[config.mk]
export PLATFORM = sky130hd
export DESIGN_NAME = mult_div_unit
export DESIGN_NICKNAME = d
export VERILOG_FILES = /design/src/rtl/md_pkg.sv /design/src/rtl/md_abs_neg.sv /design/src/rtl/mult_div_unit.sv
export SDC_FILE = /design/constraint.sdc
export NUM_CORES = 1
export LEC_CHECK = 0
export ABC_CLOCK_PERIOD_IN_PS = 3150
export CORE_ASPECT_RATIO = 1.5
export CORE_MARGIN = 1
export CORE_UTILIZATION = 53
export DETAILED_ROUTE_END_ITERATION = 7
export GPL_TIMING_DRIVEN = 0
export PLACE_DENSITY = 0.89
export SLEW_MARGIN = 10
export SYNTH_ARGS = -nofsm -noshare
export SYNTH_HDL_FRONTEND = slang
export SYNTH_SLANG_ARGS = --single-unit
[constraint.sdc]
create_clock -name clk -period 3.15 [get_ports clk]
set_input_delay 0.63 -clock clk [delete_from_list [all_inputs] [get_ports clk]]
set_output_delay 0.63 -clock clk [all_outputs]
set_load 0.05 [all_outputs]
[src/rtl/md_pkg.sv]
// Shared definitions for the multiply/divide unit.
//   MD_MULT / MD_MULTU / MD_DIV / MD_DIVU : 2-bit op encodings on the op port.
//   md_state_t                            : sequencing states of mult_div_unit.
package md_pkg;

    localparam logic [1:0] MD_MULT  = 2'b00;
    localparam logic [1:0] MD_MULTU = 2'b01;
    localparam logic [1:0] MD_DIV   = 2'b10;
    localparam logic [1:0] MD_DIVU  = 2'b11;

    typedef enum logic [1:0] {
        IDLE = 2'b00,
        CALC = 2'b01,
        FIX  = 2'b10,
        DONE = 2'b11
    } md_state_t;

endpackage

[src/rtl/md_abs_neg.sv]
// Conditional two's-complement negate.
// Used both to take operand magnitudes and to restore result signs.
//   neg  : 1 = output the two's-complement negation of din, 0 = pass through
//   din  : WIDTH-bit input
//   dout : WIDTH-bit result
module md_abs_neg #(
    parameter int WIDTH = 32
) (
    input  logic             neg,
    input  logic [WIDTH-1:0] din,
    output logic [WIDTH-1:0] dout
);

    always_comb begin
        dout = neg ? (~din + WIDTH'(1)) : din;
    end

endmodule

[src/rtl/mult_div_unit.sv]
// Iterative integer multiply/divide unit with architectural HI/LO registers.
// One result bit per cycle: shift-add multiply, restoring divide. Signed ops
// work on magnitudes; the sign is restored in the FIX state.
//   clk, rst         : clock, asynchronous active-low reset
//   start, op        : operation request (sampled in IDLE) and its encoding
//   src_a, src_b     : multiplicand/dividend, multiplier/divisor
//   wr_hi, wr_lo,
//   wr_data          : MTHI/MTLO writes, honoured only in IDLE without start
//   busy, done       : not-idle flag, one-cycle completion pulse
//   div_zero         : divide attempted with divisor 0 (valid with done)
//   hi, lo           : HI/LO registers
module mult_div_unit
    import md_pkg::*;
#(
    parameter int WIDTH = 32
) (
    input  logic             clk,
    input  logic             rst,
    input  logic             start,
    input  logic [1:0]       op,
    input  logic [WIDTH-1:0] src_a,
    input  logic [WIDTH-1:0] src_b,
    input  logic             wr_hi,
    input  logic             wr_lo,
    input  logic [WIDTH-1:0] wr_data,
    output logic             busy,
    output logic             done,
    output logic             div_zero,
    output logic [WIDTH-1:0] hi,
    output logic [WIDTH-1:0] lo
);

    localparam int CNT_W = $clog2(WIDTH);

    md_state_t            state_q, state_d;
    logic [CNT_W-1:0]     cnt_q, cnt_d;
    // Multiply: {partial product, remaining multiplier bits}.
    // Divide:   {partial remainder, dividend bits shifting into quotient}.
    logic [2*WIDTH-1:0]   acc_q, acc_d;
    // Multiplicand magnitude for multiply, divisor magnitude for divide.
    logic [WIDTH-1:0]     opnd_q, opnd_d;
    logic                 is_div_q, is_div_d;
    logic                 neg_q, neg_d;     // product / quotient sign
    logic                 rneg_q, rneg_d;   // remainder sign (dividend sign)
    logic                 dz_q, dz_d;
    logic [WIDTH-1:0]     hi_q, hi_d;
    logic [WIDTH-1:0]     lo_q, lo_d;

    logic                 op_signed, op_div;
    logic [WIDTH-1:0]     abs_a, abs_b;
    logic [2*WIDTH-1:0]   prod_fixed;
    logic [WIDTH-1:0]     quo_fixed, rem_fixed;
    logic [WIDTH:0]       mul_sum;
    logic [WIDTH:0]       div_shift;
    logic [WIDTH-1:0]     div_trial;
    logic                 div_ge;

    assign op_signed = (op == MD_MULT) || (op == MD_DIV);
    assign op_div    = (op == MD_DIV)  || (op == MD_DIVU);

    md_abs_neg #(.WIDTH(WIDTH)) u_abs_a (
        .neg  (op_signed & src_a[WIDTH-1]),
        .din  (src_a),
        .dout (abs_a)
    );

    md_abs_neg #(.WIDTH(WIDTH)) u_abs_b (
        .neg  (op_signed & src_b[WIDTH-1]),
        .din  (src_b),
        .dout (abs_b)
    );

    md_abs_neg #(.WIDTH(2*WIDTH)) u_fix_prod (
        .neg  (neg_q),
        .din  (acc_q),
        .dout (prod_fixed)
    );

    md_abs_neg #(.WIDTH(WIDTH)) u_fix_quo (
        .neg  (neg_q),
        .din  (acc_q[WIDTH-1:0]),
        .dout (quo_fixed)
    );

    md_abs_neg #(.WIDTH(WIDTH)) u_fix_rem (
        .neg  (rneg_q),
        .din  (acc_q[2*WIDTH-1:WIDTH]),
        .dout (rem_fixed)
    );

    always_comb begin
        // Shift-add step: add multiplicand when the current multiplier LSB is set.
        mul_sum   = {1'b0, acc_q[2*WIDTH-1:WIDTH]}
                  + {1'b0, (acc_q[0] ? opnd_q : {WIDTH{1'b0}})};
        // Restoring step: bring in the next dividend bit and trial-subtract.
        // When the subtraction succeeds the difference is below the divisor,
        // so the low WIDTH bits of the difference are exact.
        div_shift = {acc_q[2*WIDTH-1:WIDTH], acc_q[WIDTH-1]};
        div_ge    = (div_shift >= {1'b0, opnd_q});
        div_trial = div_shift[WIDTH-1:0] - opnd_q;
    end

    always_comb begin
        state_d  = state_q;
        cnt_d    = cnt_q;
        acc_d    = acc_q;
        opnd_d   = opnd_q;
        is_div_d = is_div_q;
        neg_d    = neg_q;
        rneg_d   = rneg_q;
        dz_d     = dz_q;
        hi_d     = hi_q;
        lo_d     = lo_q;

        case (state_q)
            IDLE: begin
                if (start) begin
                    is_div_d = op_div;
                    neg_d    = op_signed & (src_a[WIDTH-1] ^ src_b[WIDTH-1]);
                    rneg_d   = op_signed & op_div & src_a[WIDTH-1];
                    opnd_d   = op_div ? abs_b : abs_a;
                    acc_d    = {{WIDTH{1'b0}}, (op_div ? abs_a : abs_b)};
                    cnt_d    = CNT_W'(WIDTH - 1);
                    dz_d     = op_div && (src_b == '0);
                    state_d  = (op_div && (src_b == '0)) ? DONE : CALC;
                end else begin
                    if (wr_hi) hi_d = wr_data;
                    if (wr_lo) lo_d = wr_data;
                end
            end
            CALC: begin
                if (is_div_q) begin
                    acc_d = {(div_ge ? div_trial : div_shift[WIDTH-1:0]),
                             acc_q[WIDTH-2:0], div_ge};
                end else begin
                    acc_d = {mul_sum, acc_q[WIDTH-1:1]};
                end
                if (cnt_q == '0) begin
                    state_d = FIX;
                end else begin
                    cnt_d = cnt_q - CNT_W'(1);
                end
            end
            FIX: begin
                if (is_div_q) begin
                    lo_d = quo_fixed;
                    hi_d = rem_fixed;
                end else begin
                    {hi_d, lo_d} = prod_fixed;
                end
                state_d = DONE;
            end
            DONE: begin
                state_d = IDLE;
            end
            default: begin
                state_d = IDLE;
            end
        endcase
    end

    always_ff @(posedge clk or negedge rst) begin
        if (!rst) begin
            state_q  <= IDLE;
            cnt_q    <= '0;
            acc_q    <= '0;
            opnd_q   <= '0;
            is_div_q <= 1'b0;
            neg_q    <= 1'b0;
            rneg_q   <= 1'b0;
            dz_q     <= 1'b0;
            hi_q     <= '0;
            lo_q     <= '0;
        end else begin
            state_q  <= state_d;
            cnt_q    <= cnt_d;
            acc_q    <= acc_d;
            opnd_q   <= opnd_d;
            is_div_q <= is_div_d;
            neg_q    <= neg_d;
            rneg_q   <= rneg_d;
            dz_q     <= dz_d;
            hi_q     <= hi_d;
            lo_q     <= lo_d;
        end
    end

    assign busy     = (state_q != IDLE);
    assign done     = (state_q == DONE);
    assign div_zero = dz_q;
    assign hi       = hi_q;
    assign lo       = lo_q;

endmodule
# After elaboration in Yosys (flattened, before gate mapping)
# Index checks and enable logic that the tools add are counted.
[totals]
regBits = 171
word_cells = 84
[op_classes]
n_addsub = 8
n_lt_le_gt_ge = 1
eq_ne = 11
mux = 27
bitwise_logic = 11
n_reduce_logical = 16
[ops]
columns = ["op", "n"]
rows = [
  ["2-to-1 mux 32 bit", 14],
  ["2-to-1 mux 64 bit", 3],
  ["adder 32 x 1 -> 32 bit, second input constant", 4],
  ["inverter 32 bit", 4],
  ["one-hot mux 32 bit (2 select lines)", 2],
  ["one-hot mux 64 bit (2 select lines)", 1],
  ["adder 64 x 1 -> 64 bit, second input constant", 1],
  ["inverter 64 bit", 1],
  ["adder 32 x 32 -> 33 bit", 1],
  ["greater-or-equal comparator 33 x 32 -> 1 bit", 1],
  ["zero test 32 bit", 1],
  ["subtractor 32 bit", 1],
  ["inequality test 2 bit, second input constant", 6],
  ["2-to-1 mux 5 bit", 2],
  ["one-hot mux 5 bit (2 select lines)", 1],
  ["AND reduction 3 bit", 3],
  ["== test 2 bit, second input constant", 4],
  ["one-hot mux 2 bit (4 select lines)", 1],
  ["2-to-1 mux 2 bit", 3],
  ["AND reduction 2 bit", 3],
  ["nonzero test 2 bit", 3],
  ["AND 1 bit", 5],
  ["zero test 5 bit", 1],
  ["subtractor 5 x 1 -> 5 bit, second input constant", 1],
  ["5 further kinds", 7],
]

# Depth between registers and ports, before layout
[logic_depth]
depth_word = 7
mapped_depth = 13

# By module
# A second synthesis with hierarchy kept.
[unflattened]
cells_unflattened = 2183
hier_area_um2 = 17670.7
[by_module_without_submodules]
columns = ["mod", "instances", "cells_each", "area_per_inst_um2"]
rows = [
  ["mult_div_unit", 1, 1590, 13032.5],
  ["md_abs_neg at u_abs_a ...", 4, 99, 777.0],
  ["md_abs_neg at u_fix_prod", 1, 197, 1530.2],
]

# Worst setup path after synthesis
# No wires, ideal clock.
[synth_timing]
kind = "flip-flop to flip-flop"
start = "reg acc_q[0]"
end = "reg acc_q[51]"
arrival_ns = 2.878
path_slack_ns = 0.177
path_stages_with_launch = 13
path_buffers = 1
path_cell_list = "dfrtp_1 > inv_1 > clkbuf_1 > nor2_1 > ha_1 > a22o_1 > or4_1 > a21oi_1 > a21boi_0 > a211oi_1 > xnor2_1 > o21ai_0 > o31ai_1"
[synth_via]
elab_chain_len = 4
[synth_lines]
columns = ["item", "line_no", "rtl"]
rows = [
  ["start: declaration", "mult_div_unit.sv:39", "logic [2*WIDTH-1:0] acc_q, acc_d;"],
  ["start signal: assignment", "mult_div_unit.sv:166", "acc_q <= '0;"],
  ["start signal: assignment", "mult_div_unit.sv:177", "acc_q <= acc_d;"],
  ["2-to-1 mux 32 bit", "mult_div_unit.sv:94", "+ {1'b0, (acc_q[0] ? opnd_q : {WIDTH{1'b0}})};"],
  ["adder 32 x 32 -> 33 bit", "mult_div_unit.sv:94", ""],
  ["2-to-1 mux 64 bit", "mult_div_unit.sv:132", "if (is_div_q) begin"],
  ["one-hot mux 64 bit (2 select lines)", "mult_div_unit.sv:115", "case (state_q)"],
]
# No other way between the ends.
# A chain may end at the register's enable or synchronous reset.

# Worst setup path after layout
[layout_timing]
start = "reg acc_q[31]"
end = "reg acc_q[50]"
[layout_via]
elab_chain_len = 4
word_cells_on_any_way = 5
[layout_lines]
columns = ["item", "line_no", "rtl"]
rows = [
  ["subtractor 32 bit / greater-or-equal comparator 33 x 32 -> 1 bit (equally long branches)", "mult_div_unit.sv:100, mult_div_unit.sv:99", ""],
  ["2-to-1 mux 32 bit (*)", "mult_div_unit.sv:133", "acc_d = {(div_ge ? div_trial : div_shift[WIDTH-1:0]),"],
  ["2-to-1 mux 64 bit (*)", "mult_div_unit.sv:132", ""],
  ["one-hot mux 64 bit (2 select lines) (*)", "mult_div_unit.sv:115", ""],
]
# Mark *: on every way between the ends. The rest lies on a longest branch, timed or not.

==> results_dict.tcl <==
set metrics [dict create \
    clk_latency_ns 0.48 \
    dr.pass1.iters 6 \
    synth_area_um2 15500 \
    fin_tns_setup_ns -0.104 \
    vias_per_cell 6.72 \
    layout_common_cells "nor2_1, nand2_1, a21oi_1, clkdlybuf4s50_1, dfrtp_1" \
    total_power_mw 24.6 \
    syn2layout_area_growth_pct 26.5 \
    hold_viol 0 \
    grt_pass1_vias 17400 \
    ys_top_cells_by_area "dfrtp_1, ha_1, a21oi_1, xnor2_1, nor2_1" \
    synth_enable_flop_cells 0 \
    rrSetupSlack_ns -0.08 \
    grt_max_degree 112 \
    period_needed_ns 3.23 \
    ys_ff_latch 171 \
    die_h_um 212 \
    critPathLaunchType "flip-flop" \
    hp-class "input port to asynchronous set/reset pin" \
    antenna_left 0 \
    via_count 17800 \
    min_period_over_period 1.03 \
    async_flop_share 1.00 \
    critical_path.max_fanout 4 \
    power.density_nw_per_um2 1250 \
    antenna_found_initial 3 \
    violations "negative setup slack" \
    drive_gt1_frac 0.134 \
    leakagePower_nw 8.11 \
    final_common_cell "nor2_1" \
    path_class "flip-flop to flip-flop" \
    ff2ff_path_depth 17 \
    drtIter0Drc 1695 \
    max-vdd-ir-drop_mv 0.813 \
    coreArea_um2 28700 \
    routedWlPerCell_um 25.2 \
    yosys.area.top_type_share 0.276 \
    grt_overflow 0 \
    cts_buffers 17 \
    cts_tree "done" \
    synth_area_leader_cell "dfrtp_1" \
    clock_path_buffers 2 \
    max-slew-margin-rel 0.369 \
    place_inst 2564 \
    cpMostUsedCell "buf_4" \
    worstMarginPinSlew_ns 0.947 \
    die_w_um 142 \
    yosys_warnings 0 \
    globalplace.congestion 1.06 \
    ys_types 78 \
    start_util 0.540 \
    htreeDepth 4 \
    rr_endpoint "acc_q[50]$_DFFE_PN0P_" \
    clock-sinks 171 \
    report.final.slew_viol_count 0 \
    final_cells 2647 \
    end_kind "flip-flop" \
    fmax_mhz 309 \
    cts_root_buf "clkbuf_16" \
    die_area_um2 30000 \
    final-setup-viol-count 2 \
    avgSynthCellArea_um2 7.74 \
    syn_inst 2004 \
    slowest_stage "dfrtp_2" \
    io_pins 170 \
    grt_pass1_wl_um 98700 \
    slowest_delay_ns 0.43 \
    hpwl_um 50600 \
    grt_use_total 0.440 \
    required_ns 3.49 \
    outcome "finished, violations left" \
    arrival_ns 3.57 \
    rsz0062_at_grt "yes" \
    skew_ns 0.0174 \
    wirelength_um 66800 \
    drv_cap 0 \
    path_clk_slew_ns 0.08 \
    ys.flop_type "dfrtp_1" \
    portBuffers 168 \
    r2r-start "acc_q[31]$_DFFE_PN0P_" \
    setup_ws_ns -0.0816 \
    drc 0 \
    fin_nets 2420 \
    worstPathCellList "inv_4 -> ha_4 -> inv_1 -> fa_2 -> a211oi_2 -> o211ai_1 -> nand2_1 -> buf_4 -> buf_4 -> buf_4 -> buf_4 -> buf_4 -> nor2_1 -> nor3_2 -> xnor2_2 -> mux2i_1 -> o221ai_1" \
    syn_nets 2183 \
    row_count 76 \
    ys_seq_area_frac 0.276 \
]
[power breakdown]
| group | total, mW | switching, mW | leakage [nW] | internal (mW) |
|---|---|---|---|---|
| Combinational | 17.9 | 11.2 | 5.73 | 6.66 |
| Clock | 2.24 | 1.09 | 0.296 | 1.16 |
| Sequential | 4.44 | 1.22 | 2.08 | 3.22 |
| Total | 24.6 | 13.5 | 8.11 | 11.0 |
[cells by family after synthesis]
group,share of synthesized area
multiplexers,0.0502
AND/OR/NAND/NOR,0.202
AO/OA/AOI/OAI,0.266
buffers and inverters,0.0470
flip-flops,0.276
adder cells (fa/ha/maj),0.0622
XOR/XNOR,0.0965
[per-stage QoR]
stage / area (µm²) / hold WS, ns / worst slack, ns / utilization
2_1_floorplan: 15500 / 0.334 / 0.177 / -
3_3_place_gp: 17700 / 0.461 / -5.59 / 0.616
3_5_place_dp: 17700 / 0.465 / -1.03 / 0.617
4_1_cts: 18900 / 0.111 / -0.0145 / 0.660
5_1_grt: 19600 / 0.135 / -0.110 / 0.683
6_report: 19600 / 0.0788 / -0.0816 / 0.683
[Yosys cell counts (4+ instances only)]
cell and count:
o22ai_1 5, and3_1 12, a211o_1 13, a22oi_1 15, a21o_1 56, o31ai_1 31, a21oi_1 175, or4_4 4
buf_1 14, inv_1 68, or2_2 8, o21a_1 9, nand3_1 39, o211ai_1 23, mux2i_1 52, nor4_1 19
dfrtp_1 171, or3_1 15, nand4_1 19, a41oi_1 6, o41ai_1 8, xor2_1 73, a31oi_1 25, a22o_1 5
clkbuf_1 102, o221ai_1 13, nand2_1 189, o31a_1 5, ha_1 74, a211oi_1 61, o21ai_0 167, nor3_1 66
xnor2_1 98, nor2_1 223, nand2b_1 13, nand3b_1 4, nor2b_1 17, and2_1 14, a311oi_1 4, or4_1 12
mux2_2 23
[worst max path at each step]
stage / from / end / slack [ns] / cells past startpoint
2_1_floorplan: acc_q[0]$_DFFE_PN0P_ / acc_q[51]$_DFFE_PN0P_ / 0.18 / 12
3_3_place_gp: rst / hi[31]$_DFFE_PN0P_ / -5.59 / 1
3_5_place_dp: acc_q[55]$_DFFE_PN0P_ / acc_q[61]$_DFFE_PN0P_ / -1.03 / 10
4_1_cts: acc_q[0]$_DFFE_PN0P_ / acc_q[54]$_DFFE_PN0P_ / -0.01 / 13
5_1_grt: acc_q[31]$_DFFE_PN0P_ / acc_q[50]$_DFFE_PN0P_ / -0.11 / 17
6_report: acc_q[31]$_DFFE_PN0P_ / acc_q[50]$_DFFE_PN0P_ / -0.08 / 17
[critical path, delay by kind of cell (launching register included)]
family | cells | cell delay (ns)
AO/OA/AOI/OAI | 3 | 0.72
XOR/XNOR | 1 | 0.09
adder cells (fa/ha/maj) | 2 | 0.52
buffers and inverters | 7 | 0.63
flip-flops | 1 | 0.43
multiplexers | 1 | 0.24
AND/OR/NAND/NOR | 3 | 0.46
[cell type report]
class	count	area (µm²)
repair buffers	232	2200
flip-flops and latches	171	4300
clock inverters	14	170
fillers	2368	9090
multi-input cells	1643	11300
clock buffers	18	439
plain buffers	106	465
diodes	3	7.51
well taps	390	488
inverters	70	278
[routing by layer]
layer / routed length [µm] / vias up / share of wire / GRT usage
met4: 7060 / 0 / 0.11 / 0.403
met1: 22200 / 8415 / 0.33 / 0.467
met3: 6020 / 416 / 0.090 / 0.0945
li1: - / 7783 / - / -
met2: 31500 / 1182 / 0.47 / 0.730
met5: 0 / - / 0 / 0
[timing repair]
action,CTS,global route
gates cloned,0,1
pin swaps,30,47
endpoints found under the setup margin,86,85
resized for setup,96,136
setup buffers,34,27
hold buffers,0,0
[registers in the layout (all words and copies together), names as in the netlist]
| signal | count |
|---|---|
| acc_q | 64 |
| hi | 32 |
| lo | 32 |
| opnd_q | 32 |
| cnt_q | 5 |
| state_q | 2 |
| div_zero | 1 |
| is_div_q | 1 |
| neg_q | 1 |
| rneg_q | 1 |
Power figures use the tool's default switching activity.
